--- src/rtl/alu_top.sv ---
// alu_top: board-level wrapper around an 8-bit MIPS-style ALU.
// Three switch-loaded registers (A, B, opcode) feed a combinational ALU
// whose result drives the LEDs directly.
// Optional feature: define ALU_SLL_EN to add opcode 0x00 (SLL).
module alu_top #(
    parameter int N          = 8,
    parameter int N_OP       = 6,
    parameter int N_BUTTONS  = 3,
    parameter int N_SWITCHES = 8
) (
    input  logic                  i_clock,
    input  logic                  i_reset,
    input  logic [N_SWITCHES-1:0] i_switches,
    input  logic [N_BUTTONS-1:0]  i_buttons,
    output logic [N-1:0]          o_leds
);

    typedef enum logic [N_OP-1:0] {
        OP_SLL = N_OP'('h00),
        OP_SRL = N_OP'('h02),
        OP_SRA = N_OP'('h03),
        OP_ADD = N_OP'('h20),
        OP_SUB = N_OP'('h22),
        OP_AND = N_OP'('h24),
        OP_OR  = N_OP'('h25),
        OP_XOR = N_OP'('h26),
        OP_NOR = N_OP'('h27)
    } alu_op_e;

    logic [N-1:0]    reg_a_q,  reg_a_d;
    logic [N-1:0]    reg_b_q,  reg_b_d;
    logic [N_OP-1:0] reg_op_q, reg_op_d;
    logic            shift_oob;

    // Next-state for the input registers: each button independently loads the shared switches
    always_comb begin
        reg_a_d  = reg_a_q;
        reg_b_d  = reg_b_q;
        reg_op_d = reg_op_q;
        if (i_buttons[0]) reg_a_d  = i_switches[N-1:0];
        if (i_buttons[1]) reg_b_d  = i_switches[N-1:0];
        if (i_buttons[2]) reg_op_d = i_switches[N_OP-1:0];
    end

    // Input registers with synchronous reset taking priority over the buttons
    always_ff @(posedge i_clock) begin
        if (i_reset) begin
            reg_a_q  <= '0;
            reg_b_q  <= '0;
            reg_op_q <= '0;
        end else begin
            reg_a_q  <= reg_a_d;
            reg_b_q  <= reg_b_d;
            reg_op_q <= reg_op_d;
        end
    end

    // Shift amount is the full unsigned value of B; anything >= N shifts everything out
    assign shift_oob = (int'(reg_b_q) >= N);

    // Combinational ALU; unsupported opcodes produce zero
    always_comb begin
        o_leds = '0;
        case (reg_op_q)
            OP_ADD: o_leds = reg_a_q + reg_b_q;
            OP_SUB: o_leds = reg_a_q - reg_b_q;
            OP_AND: o_leds = reg_a_q & reg_b_q;
            OP_OR:  o_leds = reg_a_q | reg_b_q;
            OP_XOR: o_leds = reg_a_q ^ reg_b_q;
            OP_NOR: o_leds = ~(reg_a_q | reg_b_q);
            OP_SRA: begin
                if (shift_oob) o_leds = {N{reg_a_q[N-1]}};
                else           o_leds = $signed(reg_a_q) >>> reg_b_q;
            end
            OP_SRL: begin
                if (shift_oob) o_leds = '0;
                else           o_leds = reg_a_q >> reg_b_q;
            end
`ifdef ALU_SLL_EN
            OP_SLL: begin
                if (shift_oob) o_leds = '0;
                else           o_leds = reg_a_q << reg_b_q;
            end
`endif
            default: o_leds = '0;
        endcase
    end

endmodule

--- config.mk ---
export PLATFORM = sky130hd
export DESIGN_NAME = alu_top
export DESIGN_NICKNAME = d
export VERILOG_FILES = /design/src/rtl/alu_top.sv
export SDC_FILE = /design/constraint.sdc
export NUM_CORES = 1
export LEC_CHECK = 0
export ABC_AREA = 0
export BUFFER_PORTS_ARGS = -buffer_cell sky130_fd_sc_hd__buf_4
export CELL_PAD_IN_SITES_DETAIL_PLACEMENT = 2
export CELL_PAD_IN_SITES_GLOBAL_PLACEMENT = 2
export CORE_MARGIN = 3
export CORE_UTILIZATION = 33
export DETAILED_ROUTE_END_ITERATION = 10
export PLACE_DENSITY_LB_ADDON = 0.25
export SLEW_MARGIN = 20
export SYNTH_ARGS = -nofsm -noshare
export SYNTH_HDL_FRONTEND = slang
export SYNTH_SLANG_ARGS = --single-unit
--- constraint.sdc ---
create_clock -name i_clock -period 3.6 [get_ports i_clock]
set_input_delay 0.54 -clock i_clock [delete_from_list [all_inputs] [get_ports i_clock]]
set_output_delay 0.54 -clock i_clock [all_outputs]
set_load 0.05 [all_outputs]
# Word level (Yosys, flattened, before mapping)
# Cells that the tools add are included.
# totals
ff_bits	22
output_inout_bits	8
word_cells	23
input_bits	13
# classes
n_bitwise	4
n_lt_le_gt_ge	1
muxes	3
shift	2
n_addsub	2
n_eq_ne	8
# op_table
operator	count
one-hot mux 8 bit (8 select lines)	1
== test 6 bit (second input constant)	6
two-way mux 8 bit	2
== test 6 x 2 -> 1 bit (second input constant)	2
adder 8 bit	1
AND 8 bit	1
>= comparator 8 x 4 -> 1 bit (second input constant)	1
NOT 8 bit	1
bitwise OR 8 bit	1
>> shifter 8 x 8 -> 8 bit	1
>>> shifter 8 x 8 -> 8 bit	1
subtractor 8 bit	1
XOR 8 bit	1

# Depth between registers and ports, before layout
# logic_depth
ltp_word	3
ltp_mapped	12
ltp_nobuf	10

# Worst setup path before layout
# OpenSTA, ideal clock, no wires.
# synth_timing
path_type	reg-to-output
start	register reg_b_q[0]
end	output o_leds[6]
t_required_ns	3.060
setup_slack_ns	0.077
t_arrival_ns	2.983
n_path_buf	2
stages_incl_launch_ff	13
cell_sequence	dfxtp_1 clkbuf_1 clkbuf_1 inv_1 ha_1 nor2_1 xnor2_1 ha_1 nor2b_1 o31a_1 o21a_1 or3_1 a31o_2
# synth_via
elab_chain_len	3
# synth_rtl
item	line_no	text
from (decl)	31	logic [N-1:0] reg_b_q, reg_b_d;
from (signal assigned)	53	reg_b_q <= reg_b_d;
>= comparator 8 x 4 -> 1 bit (tied with other cells)	59	assign shift_oob = (int'(reg_b_q) >= N);
two-way mux 8 bit (on tied branches)	76, 72	
one-hot mux 8 bit (8 select lines) (*)	64	case (reg_op_q)
to (decl)	15	output logic [N-1:0] o_leds
# Every way passes the cells marked *; elsewhere a longest branch is shown, timed or not.

# Worst setup path in the final report
# layout_timing
start	register reg_op_q[2]
end	output o_leds[5]
# layout_via
elab_chain_len	2
# layout_rtl
item	line_no	text
from (decl)	32	logic [N_OP-1:0] reg_op_q, reg_op_d;
from (signal assigned)	54	reg_op_q <= reg_op_d;
== test 6 x 2 -> 1 bit / == test 6 bit (equally long branches)	64	
one-hot mux 8 bit (8 select lines) (*)	64	
# Marked as above.

==> impl_metrics.toml <==
[placement]
place_congestion = 0.844
place_inst = 401
place_hpwl_um = 6420
pre_cts_slack_ps = 53.4
numPortBuffers = 20

[pwr]
clockPowerShare = 0.255
p_sw_frac = 0.362
p_comb_frac = 0.431
power_mw = 0.910
power.net_switching_mw = 0.330
power.leakage_nw = 1.21
peakVddDrop_mv = 0.234
seqPwrFrac = 0.314
powerDensity_nw_per_um2 = 320
power.internal_mw = 0.580

[synth]
syn_inst = 290
synth_edf_count = 0
synth-main-ff-cell = "dfxtp_1"
ys_seq_area_frac = 0.189
postSynth.asyncResetShare = 0
avgSynthCellArea_um2 = 8.05
synth_area_leaders = "dfxtp_1, mux2i_1, ha_1"
ys_ff_latch = 22
synth_cell_type_count = 53
netlist_area_um2 = 2330
synth_top_area_share = 0.189
syn-num-nets = 328
yosysTopAreaCell = "dfxtp_1"
yosys_warnings = 0

[finish]
stdcell_count = 413
area_delta_synth_final_pct = 21.8
layout.nets = 356
n_antenna_cell = 0
n_fill_cell = 793
drive_above_1_share = 0.215

[floorplan]
core_area_um2 = 6830
pin_count = 21
rows = 30
initial_core_util = 0.342
die_area_um2 = 8120
die_x_um = 90.1
die_h_um = 90.1

[sta]
tns_ps = -348
fmax_mhz = 264
post-route-period-util = 1.05
relSlewSlack = 0.604
fin_hold_ws_ps = 510
period_minus_slack_ps = 3780
worst_pin_slew_ps = 590
rsz0062_at_grt = "yes"
finClkSkew_ps = 0
finalHoldViolCount = 0
slew_violations = 0
setup_viol = 3
fin_ws_ps = -182

[setup_path]
startpoint_type = "flop"
cpPeakStageDelay_ps = 570
critPathKind = "reg2out"
r2r_cells = 3
slowest_stage = "or4b_4"
critPathRequiredTime_ps = 3060
worst-path-max-fanout = 4
arrival_ps = 3240
critPathMostFrequentCell = "buf_6"
crit_family = "simple AND/OR/NAND/NOR gates"
path_buf_inv = 3
r2r_start = "reg_op_q[1]$_SDFFE_PP0P_"
setup.worst_path.start = "reg_op_q[2]$_SDFFE_PP0P_"
cp-end-kind = "primary output"
r2r_end = "reg_op_q[1]$_SDFFE_PP0P_"
worstSetupEndpoint = "o_leds[5]"
cp.depth = 12
rrSetupSlack_ps = 2640
cp_cell_sequence = "or4b_4, nor2_4, buf_6, mux2_4, inv_2, ha_4, nor2b_4, o211ai_1, a21boi_1, or3_1, a31o_2, buf_6"

[grt]
grt-ovfl-total = 0
grt_pass1_wl_um = 13900
antenna_found_initial = 0
track_usage = 0.212
grt_pass1_vias = 2531
grt_max_degree = 24

[routing]
ant_nets = 0
drt_iter0_markers = 114
dr.pass1.iters = 4
wl_um = 8550
post-route-drc-count = 0
wl_per_cell_um = 20.7
vias = 2294
drt-vias-per-instance = 5.55

[cts]
clock_path_buffers = 2
cts.htree.levels = 1
clkLatencyLatePin_ps = 260
hold_buffers = 0
cts.clk_slew.worst_paths_ps = 90
clock_sinks = 22
cts_buffers = 3
cts_tree = "built"
clock-root-buffer = "clkbuf_8"

[worst_hold_path]
hold_class = "reg2reg"

[run_status]
status = "finished, violations left"
violations = "setup timing"

[run]
drv_cap = 0
## cell usage in the layout (no fill, tap or decap), types with 4 or more instances in the layout
cell      instances
inv_1            17
nor2_1           39
buf_4            34
a211oi_1          8
xnor2_1          12
ha_1             22
or3_1             4
o21a_1            4
o21ai_0          14
a21oi_1          10
mux2i_1          32
a211o_1           4
o22ai_1           6
nor2b_1           4
dfxtp_1          20
nand2_1           9
nand3_1           7
buf_6             5
## routing by layer
metal	global-route usage	up-vias	share of wire
li1	-	1104	-
met1	0.276	1157	0.46
met2	0.383	29	0.51
met3	0.0126	4	0.021
met4	0.0446	0	0.0089
met5	0	-	0
## sequential cells by signal, indices dropped and copies added, names as in the netlist
register and cells:
reg_b_q 8, reg_a_q 8, reg_op_q 6
## power groups by stage
| stage | clock [mW] | combinational (mW) | sequential, mW |
|---|---|---|---|
| CTS | 0.242 | 0.383 | 0.286 |
| detailed placement | 0 | 0.350 | 0.290 |
| global placement | 0 | 0.337 | 0.289 |
| floorplan | 0 | 0.252 | 0.281 |
| global route | 0.250 | 0.434 | 0.289 |
| finish | 0.232 | 0.392 | 0.286 |
## through the flow
stage                util  instance area [um^2]
finish              0.416                  2840
global route        0.416                  2840
CTS                 0.410                  2800
detailed placement  0.383                  2620
global placement    0.383                  2620
floorplan               -                  2330
## worst register-to-register path: cells and delay by family (launching register included)
family	cells	cell delay, ps
multiplexers	1	140
buffers and inverters	1	330
AND/OR/NAND/NOR	1	90
flip-flops	1	340
## cells in the mapped netlist, drive strengths merged (5+ instances only)
| master | count |
|---|---|
| ha | 24 |
| nor2 | 42 |
| o22ai | 6 |
| a211oi | 8 |
| nand3 | 8 |
| xnor2 | 12 |
| mux2i | 32 |
| nand2 | 9 |
| clkbuf | 11 |
| nor2b | 5 |
| inv | 18 |
| dfxtp | 22 |
| a21oi | 10 |
| o21ai | 15 |
| buf | 6 |
## how the worst min path moves through the flow
stage,to,slack [ps],start,cells past startpoint
after floorplan,reg_a_q[0]$_SDFFE_PP0P_,510,reg_a_q[0]$_SDFFE_PP0P_,2
after global placement,reg_a_q[3]$_SDFFE_PP0P_,470,reg_a_q[3]$_SDFFE_PP0P_,2
after detailed placement,reg_a_q[3]$_SDFFE_PP0P_,490,reg_a_q[3]$_SDFFE_PP0P_,2
after CTS,reg_a_q[3]$_SDFFE_PP0P_,520,reg_a_q[3]$_SDFFE_PP0P_,2
after global routing,reg_b_q[7]$_SDFFE_PP0P_,530,i_switches[7],3
final,reg_a_q[3]$_SDFFE_PP0P_,510,reg_a_q[3]$_SDFFE_PP0P_,2
## repair_timing
item / in CTS / in global routing
pin swaps: 7 / 11
hold endpoints to repair: 0 / 0
setup buffers: 6 / 3
resized for setup: 17 / 8
setup endpoints to repair: 6 / 6
## area by class of cell
cell class	instances	area (um^2)	area share
flip-flops and latches	22	443	0.156
inverters	18	67.6	0.0238
repair buffers	40	327	0.115
clock buffers	3	41.3	0.0145
multi-input cells	233	1810	0.638
well taps	96	120	0.0423
clock inverters	1	30.0	0.0106
## kinds of logic (layout without fill, tap and decap cells)
logic type | Yosys count | count (layout) | share of synthesized area
fa+ha+maj | 25 | 25 | 0.137
xor+xnor | 16 | 16 | 0.0601
simple gates | 87 | 87 | 0.194
compound gates | 69 | 69 | 0.202
mux | 36 | 36 | 0.157
flops | 22 | 22 | 0.189
buf+inv | 35 | 62 | 0.0611
No activity file was read; power rests on OpenSTA's default activity.
